===== src/rtl/spi_pkg.sv =====
// Shared types and constants for the SPI arbiter slice.
package spi_pkg;

   localparam int unsigned SPI_DATA_W = 12;

   typedef enum logic [1:0] {
      IDLE,
      START,
      XFER,
      FIN
   } spi_arb_state_t;

endpackage


===== src/rtl/spi_rr_pick.sv =====
// Round-robin winner search: first set request bit at or after rr_ptr, wrapping.
module spi_rr_pick #(
   parameter int unsigned NUM_REQ = 4,
   parameter int unsigned IDX_W   = $clog2(NUM_REQ)
) (
   input  logic [NUM_REQ-1:0] req,
   input  logic [IDX_W-1:0]   rr_ptr,
   output logic [NUM_REQ-1:0] win_oh,
   output logic [IDX_W-1:0]   win_idx,
   output logic               valid
);

   int unsigned cand;

   always_comb begin
      win_oh  = '0;
      win_idx = '0;
      valid   = 1'b0;
      cand    = 0;
      for (int unsigned i = 0; i < NUM_REQ; i++) begin
         cand = 32'(rr_ptr) + i;
         if (cand >= NUM_REQ) cand = cand - NUM_REQ;
         if (!valid && req[IDX_W'(cand)]) begin
            valid                 = 1'b1;
            win_idx               = IDX_W'(cand);
            win_oh[IDX_W'(cand)]  = 1'b1;
         end
      end
   end

endmodule


===== src/rtl/spi_arbiter.sv =====
// Round-robin arbiter sharing one SPI master among NUM_REQ clients, one frame per grant.
// Optional frame-phase timeout with err pulse enabled by defining SPI_ARB_TIMEOUT_EN.
module spi_arbiter
   import spi_pkg::*;
#(
   parameter int unsigned NUM_REQ     = 4,
   parameter int unsigned DATA_W      = SPI_DATA_W,
   parameter int unsigned TIMEOUT_CYC = 4096
) (
   input  logic                      clk,
   input  logic                      rst,
   input  logic [NUM_REQ-1:0]        req,
   input  logic [NUM_REQ*DATA_W-1:0] req_data,
   output logic [NUM_REQ-1:0]        gnt,
   output logic [NUM_REQ-1:0]        done,
   output logic                      busy,
   output logic                      spi_new_data,
   output logic [DATA_W-1:0]         spi_data_in,
   input  logic                      spi_cs,
   output logic                      err
);

   localparam int unsigned IDX_W = $clog2(NUM_REQ);

   if (NUM_REQ < 2 || NUM_REQ > 8 || DATA_W < 1 || TIMEOUT_CYC < 1) begin : g_cfg_chk
      $error("spi_arbiter: unsupported parameter set");
   end

   spi_arb_state_t       state;
   logic [1:0]           cs_sync;
   logic                 cs_s;
   logic [IDX_W-1:0]     rr_ptr;
   logic [IDX_W-1:0]     win_idx;
   logic [IDX_W-1:0]     rr_next;
   logic [NUM_REQ-1:0]   pick_oh;
   logic [IDX_W-1:0]     pick_idx;
   logic                 pick_valid;
   logic                 frame_end;
   logic                 tmo_end;
   logic [DATA_W-1:0]    req_word [NUM_REQ];

   assign cs_s = cs_sync[1];

   for (genvar i = 0; i < NUM_REQ; i++) begin : g_word
      assign req_word[i] = req_data[i*DATA_W +: DATA_W];
   end

   spi_rr_pick #(
      .NUM_REQ (NUM_REQ),
      .IDX_W   (IDX_W)
   ) u_pick (
      .req     (req),
      .rr_ptr  (rr_ptr),
      .win_oh  (pick_oh),
      .win_idx (pick_idx),
      .valid   (pick_valid)
   );

   assign rr_next = (win_idx == IDX_W'(NUM_REQ - 1)) ? '0 : win_idx + IDX_W'(1);

`ifdef SPI_ARB_TIMEOUT_EN
   localparam int unsigned TMO_W = $clog2(TIMEOUT_CYC + 1);

   logic [TMO_W-1:0] tmo;
   logic             tmo_hit;

   assign tmo_hit = (tmo == TMO_W'(TIMEOUT_CYC - 1));

   // A phase times out only if it would not otherwise advance this cycle.
   always_comb begin
      tmo_end = 1'b0;
      if (tmo_hit && ((state == START && cs_s) || (state == XFER && !cs_s))) tmo_end = 1'b1;
   end
`else
   assign tmo_end = 1'b0;
   assign err     = 1'b0;
`endif

   assign frame_end = ((state == XFER) && cs_s) || tmo_end;

   always_ff @(posedge clk) begin
      if (rst) begin
         state        <= IDLE;
         cs_sync      <= 2'b11;
         rr_ptr       <= '0;
         win_idx      <= '0;
         gnt          <= '0;
         done         <= '0;
         busy         <= 1'b0;
         spi_new_data <= 1'b0;
         spi_data_in  <= '0;
`ifdef SPI_ARB_TIMEOUT_EN
         tmo          <= '0;
         err          <= 1'b0;
`endif
      end else begin
         cs_sync <= {cs_sync[0], spi_cs};
         done    <= '0;
`ifdef SPI_ARB_TIMEOUT_EN
         err     <= 1'b0;
         tmo     <= tmo + TMO_W'(1);
`endif
         case (state)
            IDLE: begin
               if (pick_valid) begin
                  gnt          <= pick_oh;
                  win_idx      <= pick_idx;
                  spi_data_in  <= req_word[pick_idx];
                  spi_new_data <= 1'b1;
                  busy         <= 1'b1;
                  state        <= START;
`ifdef SPI_ARB_TIMEOUT_EN
                  tmo          <= '0;
`endif
               end
            end
            START: begin
               if (!cs_s) begin
                  spi_new_data <= 1'b0;
                  state        <= XFER;
`ifdef SPI_ARB_TIMEOUT_EN
                  tmo          <= '0;
`endif
               end
            end
            XFER:    state <= XFER;
            FIN:     state <= IDLE;
            default: state <= IDLE;
         endcase

         // Frame close: done/err pulse, release grant and advance the pointer.
         if (frame_end) begin
            done         <= gnt;
            gnt          <= '0;
            busy         <= 1'b0;
            spi_new_data <= 1'b0;
            rr_ptr       <= rr_next;
            state        <= FIN;
`ifdef SPI_ARB_TIMEOUT_EN
            err          <= tmo_end;
`endif
         end
      end
   end

endmodule


===== config.mk =====
export PLATFORM = sky130hd
export DESIGN_NAME = spi_arbiter
export DESIGN_NICKNAME = d
export VERILOG_FILES = /design/src/rtl/spi_pkg.sv /design/src/rtl/spi_rr_pick.sv /design/src/rtl/spi_arbiter.sv
export SDC_FILE = /design/constraint.sdc
export NUM_CORES = 1
export LEC_CHECK = 0
export CAP_MARGIN = 15
export CORE_UTILIZATION = 48
export DETAILED_ROUTE_END_ITERATION = 12
export GPL_TIMING_DRIVEN = 0
export PLACE_DENSITY = 0.85
export SLEW_MARGIN = 20
export SYNTH_ARGS = -nofsm -noshare
export SYNTH_HDL_FRONTEND = slang
export SYNTH_SLANG_ARGS = --single-unit

===== constraint.sdc =====
create_clock -name clk -period 5.8 [get_ports clk]
set_clock_uncertainty 0.1 [all_clocks]
set_input_delay 1.16 -clock clk [delete_from_list [all_inputs] [get_ports clk]]
set_output_delay 1.16 -clock clk [all_outputs]
set_load 0.005 [all_outputs]

==> run_results.csv <==
group,metric,value,unit
sta,fin_crit_sh,57.5,%
detailed_routing,route.met2.wl,2.95,mm
power_and_ir_drop,p_leak,1.22,nW
die,ios,78,
cts,clk_path_buf_depth,2,
place,gp_congestion,0.824,
worst_setup_path,r2r_cells,12,
detailed_routing,drt_iter0_drc,70,
worst_setup_path,worstSetupPathType,"in -> reg",
logic_synthesis,netlist_instances,225,
worst_setup_path,cp_num_buf_inv,3,
worst_setup_path,path_max_fanout,10,
worst_setup_path,start_kind,"primary input",
cts,ctsHtreeMaxLevel,2,
layout,drive_gt1_share,12.7,%
logic_synthesis,synth-seq-cells,30,
logic_synthesis,yosysSeqAreaShare,29.0,%
worst_setup_path,crit_top_cell,"mux2i_1",
sta,final_hold_viol_count,0,
logic_synthesis,synthFlopType,"dfxtp_1",
worst_setup_path,worst-path-stages,8,
detailed_routing,ant_nets,0,
cts,clock_sink_count,30,
power_and_ir_drop,totalPowerFinal,1.19,mW
place,io_buffer_count,74,
worst_hold_path,hold_class,"reg -> reg",
detailed_routing,firstDrtPassIters,4,
global_routing,overflow,0,
sta,setup_viol,0,
layout,syn_to_final_growth,44.2,%
power_and_ir_drop,max-vdd-ir-drop,0.000287,V
logic_synthesis,ys_warn_count,0,
worst_setup_path,crit_arrival,3.39,ns
global_routing,grt_max_degree,11,
detailed_routing,via_per_inst,5.61,
worst_setup_path,end_kind,"flop",
logic_synthesis,synthesis.area,2070,sq um
worst_setup_path,worst_path_largest_cell_delay,0.49,ns
sta,fmax,300,MHz
cts,ctsResizeCount,0,
sta,max_slew_margin,62.5,%
worst_setup_path,worstPathCellList,"clkdlybuf4s50_1 > buf_2 > mux2i_1 > mux2_4 > a211oi_4 > buf_6 > mux2i_1 > o221ai_1",
sta,rsz0062_at_grt,"false",
global_routing,grt_pass1_wl,8.44,mm
place,hpwlAfterDp,4.29,mm
detailed_routing,vias,1997,
layout,diodes,0,
cts,cts-root-buf,"clkbuf_8",
logic_synthesis,async_flop_share,0,%
layout,layout_commonest_cell,"clkdlybuf4s50_1",
logic_synthesis,synth-edff-count,0,
run,drv_cap,0,
die,die_x,67.7,um
layout,layout.nets,371,
power_and_ir_drop,power_density,399,nW/um^2
cts,cts_setup_buffers,0,
worst_setup_path,crit_family,"buffers and inverters",
status,outcome,"complete, no violations",
global_routing,grt_pass1_vias,1833,
sta,max_slew.worst_pin.slew,0.557,ns
detailed_routing,wl_met3,161,um
detailed_routing,wl_met1,2.44,mm
cts,clock_latency,0.28,ns
sta,period_minus_slack,3.34,ns
cts,hold_buffers,0,
die,rows,23,
die,start_util,50.7,%
die,die_area,4590,sq um
logic_synthesis,syn_avg_cell_area,9.21,sq um
layout,final_cell_mix,"clkdlybuf4s50_1, mux2i_1, dfxtp_1, nand2_1, a21oi_1",
global_routing,antenna_found_initial,0,
detailed_routing,route.detailed.wl_per_inst,15.8,um
logic_synthesis,syn-num-nets,290,
global_routing,track_usage,25.1,%
worst_setup_path,cp.required,5.85,ns
cts,clk_pin_slew,0.07,ns
sta,finalMaxSlewViolations,0,
detailed_routing,top_layer_used,"met4",
logic_synthesis,yosysUniqueCellTypes,50,
detailed_routing,routed_wirelength,5.62,mm
worst_hold_path,hold_depth,1,
cts,cts_buffers,5,
detailed_routing,drc,0,
die,die_h,67.7,um
worst_setup_path,slowest_stage,"a211oi_4",
cts,tritoncts,"yes",
sta,tns,0,ns
die,design.core.area,4090,sq um
final cells by class:
type                       instances  area (sq um)
clock inverter                     1          30.0
timing repair buffer              74           741
inverter                           5          18.8
fill                             320          1100
sequential                        30           601
tap                               50          62.6
multi-input combinational        171          1340
buffer                            19           114
clock buffer                       6          82.6
synth_stat cells (2+ instances only):
library cell | number | area share [%]
o221ai_1 | 4 | 1.7
o21ai_0 | 12 | 2.9
or2_2 | 2 | 0.60
mux2i_1 | 34 | 16
a22o_1 | 4 | 1.7
dfxtp_1 | 30 | 29
clkbuf_1 | 3 | 0.54
nor2b_1 | 4 | 1.2
a21oi_1 | 18 | 4.3
or4_1 | 2 | 0.72
a22oi_1 | 2 | 0.72
nor3b_1 | 2 | 0.72
buf_2 | 9 | 2.2
nand2_1 | 22 | 4.0
ha_1 | 10 | 6.0
nor2_1 | 8 | 1.4
or3_1 | 2 | 0.60
o221ai_2 | 8 | 5.8
buf_4 | 4 | 1.4
buf_6 | 2 | 1.1
a21boi_0 | 3 | 1.1
and2_1 | 6 | 1.8
nor4b_1 | 2 | 0.85
inv_1 | 4 | 0.72
nor3_1 | 3 | 0.72
where the power goes:
part | internal [mW] | switching [mW]
Clock | 0.137 | 0.0821
Sequential | 0.279 | 0.0465
Combinational | 0.338 | 0.311
Total | 0.754 | 0.440
layer usage:
metal  vias to the layer above  global-route usage, %
li1                        990                      -
met1                       951                   30.6
met2                        49                   44.1
met3                         7                   5.07
met4                         0                   7.18
met5                         -                      0
final timing paths:
kind	start	endpoint	slack (ns)
worst max-delay path	req[0]	spi_data_in[0]	2.46
worst min-delay path	cs_sync[0]	cs_sync[1]	0.33
worst max register to register	rr_ptr[0]	spi_data_in[1]	2.60
worst min register to register	cs_sync[0]	cs_sync[1]	0.33
logic make-up after synthesis:
logic type / synth area share (%)
compound gates: 23.4
fa+ha+maj: 6.04
buf+inv: 6.40
flops: 29.0
mux: 19.5
other cells: 0.181
simple gates: 15.5
worst reg2reg max path, cell delays in order (launching register included):
cell	delay [ns]
dfxtp_1	0.40
buf_4	0.20
buf_2	0.22
inv_1	0.12
ha_1	0.29
buf_4	0.14
buf_2	0.21
nor4b_1	0.25
mux2i_1	0.12
o311a_1	0.17
o21ai_0	0.31
buf_2	0.38
o221ai_1	0.17
metrics by stage:
stage                     instances  setup WS, ns  instance area (sq um)  utilization, %  hold WS (ns)
after floorplan                 225          2.94                   2070               -         0.289
after global placement          349          2.19                   2880            70.4         0.293
after global routing            356          2.26                   2990            73.1         0.360
final                           356          2.46                   2990            73.1         0.335
after CTS                       356          2.46                   2990            73.1         0.346
after detailed placement        349          2.16                   2880            70.4         0.295
registers in the layout (all words and copies together), names as in the netlist:
name / cells
busy: 1
spi_data_in: 12
rr_ptr: 2
state: 2
done: 4
cs_sync: 2
gnt: 4
spi_new_data: 1
win_idx: 2
No activity file was read; power rests on OpenSTA's default activity.
